==> src/rtl/dm_arbiter.sv <==
// Two-port arbiter for the shared single-port data memory (port C = CPU, port D = DMA/debug).
// Define DM_ARB_RR_EN for round-robin tie breaking; otherwise ties go to port C.
module dm_arbiter #(
    parameter int unsigned MAX_BURST = 4
) (
    input  logic        clk,
    input  logic        rst,
    input  logic        c_req,
    input  logic        c_we,
    input  logic        c_lock,
    input  logic [15:0] c_addr,
    input  logic [15:0] c_wdata,
    output logic        c_gnt,
    output logic        c_rvalid,
    output logic [15:0] c_rdata,
    input  logic        d_req,
    input  logic        d_we,
    input  logic        d_lock,
    input  logic [15:0] d_addr,
    input  logic [15:0] d_wdata,
    output logic        d_gnt,
    output logic        d_rvalid,
    output logic [15:0] d_rdata,
    output logic        mem_wflag,
    output logic [15:0] mem_addr,
    output logic [15:0] mem_wdata,
    input  logic [15:0] mem_rdata
);

    typedef enum logic [1:0] {OwnNone, OwnC, OwnD} owner_e;

    owner_e      r_owner, w_owner_nxt;
    logic [3:0]  r_burst, w_burst_nxt;
    logic        w_gnt_c, w_gnt_d, w_burst_ok;
    logic        r_c_rvalid, r_d_rvalid;
    logic [15:0] r_c_rdata, r_d_rdata;
`ifdef DM_ARB_RR_EN
    logic        r_last_d;
`endif

    assign w_burst_ok = (r_burst < 4'(MAX_BURST));

    always_comb begin
        w_gnt_c = 1'b0;
        w_gnt_d = 1'b0;
        if (rst) begin
            w_gnt_c = 1'b0;
        end else if (r_owner == OwnC && c_req && (!d_req || w_burst_ok)) begin
            w_gnt_c = 1'b1;
        end else if (r_owner == OwnD && d_req && (!c_req || w_burst_ok)) begin
            w_gnt_d = 1'b1;
        end else if (c_req && !d_req) begin
            w_gnt_c = 1'b1;
        end else if (d_req && !c_req) begin
            w_gnt_d = 1'b1;
        end else if (c_req && d_req) begin
            // A locked owner reaching here has exhausted its burst: hand one slot to the other port
            if (r_owner == OwnC) begin
                w_gnt_d = 1'b1;
            end else if (r_owner == OwnD) begin
                w_gnt_c = 1'b1;
            end else begin
`ifdef DM_ARB_RR_EN
                w_gnt_c = r_last_d;
                w_gnt_d = ~r_last_d;
`else
                w_gnt_c = 1'b1;
`endif
            end
        end
    end

    always_comb begin
        w_owner_nxt = r_owner;
        w_burst_nxt = r_burst;
        if (w_gnt_c) begin
            if (c_lock) begin
                w_owner_nxt = OwnC;
                if (r_owner == OwnC) begin
                    w_burst_nxt = (r_burst == 4'hF) ? 4'hF : r_burst + 4'd1;
                end else begin
                    w_burst_nxt = 4'd1;
                end
            end else begin
                w_owner_nxt = OwnNone;
                w_burst_nxt = 4'd0;
            end
        end else if (w_gnt_d) begin
            if (d_lock) begin
                w_owner_nxt = OwnD;
                if (r_owner == OwnD) begin
                    w_burst_nxt = (r_burst == 4'hF) ? 4'hF : r_burst + 4'd1;
                end else begin
                    w_burst_nxt = 4'd1;
                end
            end else begin
                w_owner_nxt = OwnNone;
                w_burst_nxt = 4'd0;
            end
        end else begin
            w_owner_nxt = OwnNone;
            w_burst_nxt = 4'd0;
        end
    end

    always_ff @(posedge clk) begin
        if (rst) begin
            r_owner    <= OwnNone;
            r_burst    <= 4'd0;
            r_c_rvalid <= 1'b0;
            r_d_rvalid <= 1'b0;
            r_c_rdata  <= 16'h0000;
            r_d_rdata  <= 16'h0000;
        end else begin
            r_owner    <= w_owner_nxt;
            r_burst    <= w_burst_nxt;
            r_c_rvalid <= w_gnt_c & ~c_we;
            r_d_rvalid <= w_gnt_d & ~d_we;
            if (w_gnt_c && !c_we) begin
                r_c_rdata <= mem_rdata;
            end
            if (w_gnt_d && !d_we) begin
                r_d_rdata <= mem_rdata;
            end
        end
    end

`ifdef DM_ARB_RR_EN
    always_ff @(posedge clk) begin
        if (rst) begin
            r_last_d <= 1'b1;
        end else if (w_gnt_c || w_gnt_d) begin
            r_last_d <= w_gnt_d;
        end
    end
`endif

    assign c_gnt     = w_gnt_c;
    assign d_gnt     = w_gnt_d;
    assign c_rvalid  = r_c_rvalid & ~rst;
    assign d_rvalid  = r_d_rvalid & ~rst;
    assign c_rdata   = r_c_rdata;
    assign d_rdata   = r_d_rdata;
    assign mem_wflag = (w_gnt_c & c_we) | (w_gnt_d & d_we);
    assign mem_addr  = w_gnt_c ? c_addr : (w_gnt_d ? d_addr : 16'h0000);
    assign mem_wdata = w_gnt_c ? c_wdata : (w_gnt_d ? d_wdata : 16'h0000);

endmodule

==> config.mk <==
export PLATFORM = sky130hd
export DESIGN_NAME = dm_arbiter
export DESIGN_NICKNAME = d
export VERILOG_FILES = /design/src/rtl/dm_arbiter.sv
export SDC_FILE = /design/constraint.sdc
export NUM_CORES = 1
export LEC_CHECK = 0
export CELL_PAD_IN_SITES_DETAIL_PLACEMENT = 0
export CELL_PAD_IN_SITES_GLOBAL_PLACEMENT = 2
export CORE_UTILIZATION = 33
export CTS_BUF_LIST = sky130_fd_sc_hd__clkbuf_8
export DETAILED_ROUTE_END_ITERATION = 6
export DONT_BUFFER_PORTS = 1
export PLACE_DENSITY_LB_ADDON = 0.1
export REMOVE_ABC_BUFFERS = 1
export SLEW_MARGIN = 10
export SYNTH_ARGS = -nofsm -noshare
export SYNTH_HDL_FRONTEND = slang
export SYNTH_SLANG_ARGS = --single-unit
==> constraint.sdc <==
create_clock -name clk -period 2.03 [get_ports clk]
set_input_delay 0.406 -clock clk [delete_from_list [all_inputs] [get_ports clk]]
set_output_delay 0.406 -clock clk [all_outputs]
set_load 0.01 [all_outputs]
==> metrics.md <==
| Metric | Value |
|---|---|
| Total Routing Usage GR | 18.4% |
| WS Path Type | flip-flop to output pin |
| I/O Buffers | 0 |
| Setup TNS Final | -8.36 ns |
| Layout cells sized above 1 | 32.9% |
| FF+latch count, synth | 40 |
| Post-DP Area | 2060 um^2 |
| Reg2reg path depth | 6 |
| Unique masters post-synth | 34 |
| H-Tree Depth | 2 |
| First-pass GRT wire length | 8550 um |
| Slew Limit Fails | 0 |
| Slew @ Worst Pin | 0.421 ns |
| GR met3 Demand/Resource | 6.40% |
| Die area | 6100 um^2 |
| Worst Hold Class | primary input to flip-flop |
| Final #Nets | a little over 300 |
| Placed Cells | 283 |
| Core area | about 5500 um^2 |
| Ys Warns | 0 |
| Hold Crit Start | mem_rdata[13] |
| Vias/cell | 6.09 |
| Final hold violation count | 0 |
| Crit path capture type | output pin |
| Pleak | 0.994 nW |
| CTS Root Buffer Type | clkbuf_8 |
| Initial antenna violation count | 0 |
| Main synth FF type | dfxtp_1 |
| CP Launch Type | flip-flop |
| Seq/Total Area, Yosys | 41.9% |
| Design Area, Final | roughly 2500 um^2 |
| Setup ws final | -0.263 ns |
| Cell area power density | ~700 nW/um^2 |
| WL per Instance | 22.2 um |
| Inserted Diodes | 0 |
| Post-route ant nets | 0 |
| Crit-path max FO | 7 |
| RSZ-0062 raised after global routing | yes |
| Relative slew slack | just over 70% |
| Drt total wl | approximately 6500 um |
| Clock Skew | a little over 0.009 ns |
| Cell area after synthesis | 1910 um^2 |
| Max-Cap Viols | 0 |
| Clock tree buffer depth | 2 |
| Latest clock arrival within the worst-skew pair | 0.29 ns |
| Status | complete, but fails checks |
| Mapped Cells | 211 |
| Grt total ovfl | 0 |
| CTS tree | done |
| Post-Layout Cell Count | 294 |
| VDD IR max | 0.361 mV |
| Reg2reg start | r_burst[2] |
| Number of detailed-route iterations in the first pass | 4 |
| Busiest layer in global routing | met2 |
| Largest cells by area after synthesis | dfxtp_1 42%, a22o_1 15%, o2bb2ai_1 7.3% |
| Number of synthesized flops with an enable pin | 0 |
| WP data required | 1.62 ns |
| Pre-CTS setup slack | 0.0404 ns |
| Remaining DRCs | 0 |
| Worst hold path depth | 1 |
| Die W | between 70 and 80 um |
| Detailed Place HPWL | between 4000 and 5000 um |
| CTS sink count | 40 |
| Top cell type's share of synthesized area | 41.9% |
| Commonest cells post-synth | 40 x dfxtp_1, 35 x nand2_1, 33 x a22o_1, 18 x nand3_1 |
| Hold Slack | 0.222 ns |
| Num CTS Buffers | 5 |
| Final cycle utilization of the critical path | 113% |
| Met2 Usage GRT | 32.6% |
| Vias in the first global route | 1667 |
| Final setup fails | 35 |
| Site row count | 27 |
| Critical path origin | r_burst[2] |
| Syn avg cell area | 9.06 um^2 |
| Asr flop ratio synth | 0% |
| Max Freq | 436 MHz |
| Die height | 78.1 um |
| Pin count of the biggest net entering global routing | 34 |
| Count leader, synth | dfxtp_1 |
| Minimum clock period | 2.29 ns |
| Crit path DAT | 1.89 ns |
| Gpl congestion | 0.739 |
| GR Util met1 | 20.1% |
| Core Util, Final | 45.8% |
| Clk slew on worst S/H paths | 0.08 ns |
| Via Count | approximately 1800 |
| PnR Total Power | approximately 1.8 mW |
| CTS Hold Bufs | 0 |
| Failing checks | setup timing |
| Iter 0 DRT Violations | 75 |
| Top-level I/O count | between 150 and 200 |
| Initial core utilization | 34.5% |
| Synth-to-Final Area Change | 32.7% |
| Synth area leader | dfxtp_1 |
## worst paths after layout
check | slack [ns] | to
setup / recovery | -0.26 | mem_addr[14]
hold / removal | 0.22 | c_rdata[13]
setup reg to reg | 0.27 | d_rdata[6]
hold reg to reg | 0.51 | d_rdata[7]
## power by group
part	internal (mW)	switching [mW]	total (mW)
clock	0.364	0.278	0.642
sequential	0.817	0.0371	0.854
combinational	0.132	0.141	0.273
total	1.31	0.456	1.77
## worst max-delay path, cell delays in order, from the launching register on
cell and delay [ns]:
dfxtp_2 0.33, or4b_4 0.55, o211a_4 0.18, nor2_8 0.19
clkbuf_16 0.19, a22o_4 0.15
## metal layers
| layer | part of all wire (%) | up-vias |
|---|---|---|
| li1 | - | 811 |
| met1 | 37 | 842 |
| met2 | 49 | 114 |
| met3 | 11 | 22 |
| met4 | 3.1 | 0 |
| met5 | 0 | - |
## area by class of cell
cell class | instances | area, um^2
inverters | 3 | 11.3
well taps | 72 | 90.1
repair buffers | 18 | 219
clock buffers | 5 | 68.8
flip-flops and latches | 40 | 805
clock inverters | 3 | 42.5
fillers | 550 | 3000
multi-input cells | 153 | 1300
## cells by family after synthesis
kind of cell	synth area share, %
flip-flops	41.9
buffers and inverters	5.30
AO/OA/AOI/OAI	32.7
adder cells (fa/ha/maj)	0.654
AND/OR/NAND/NOR	19.4
## flip-flops by register name, indices dropped and copies added, names as in the netlist
signal and count:
r_c_rvalid 1, r_d_rvalid 1, c_rdata 16, r_owner 2
r_burst 4, d_rdata 16
## what timing repair did
| action | CTS | global route |
|---|---|---|
| endpoints found under the setup margin | 35 | 35 |
| pin swaps | 3 | 27 |
| gates resized for setup | 4 | 35 |
| cloned | 0 | 3 |
| buffers inserted | 0 | 0 |
## cell usage in the layout, fill, tap and decap left out, types with 2 or more instances in the layout
master,n
dfxtp_1,37
nand2_1,35
a22o_4,33
nand3_1,18
o2bb2ai_1,16
o21ai_0,16
buf_4,10
nor2_1,5
clkbuf_8,5
a21oi_1,4
inv_1,3
buf_6,3
buf_12,3
dfxtp_2,3
or2b_2,2
nor2b_1,2
nand3b_1,2
nor3_1,2
clkbuf_16,2
No activity file was read; power rests on OpenSTA's default activity.
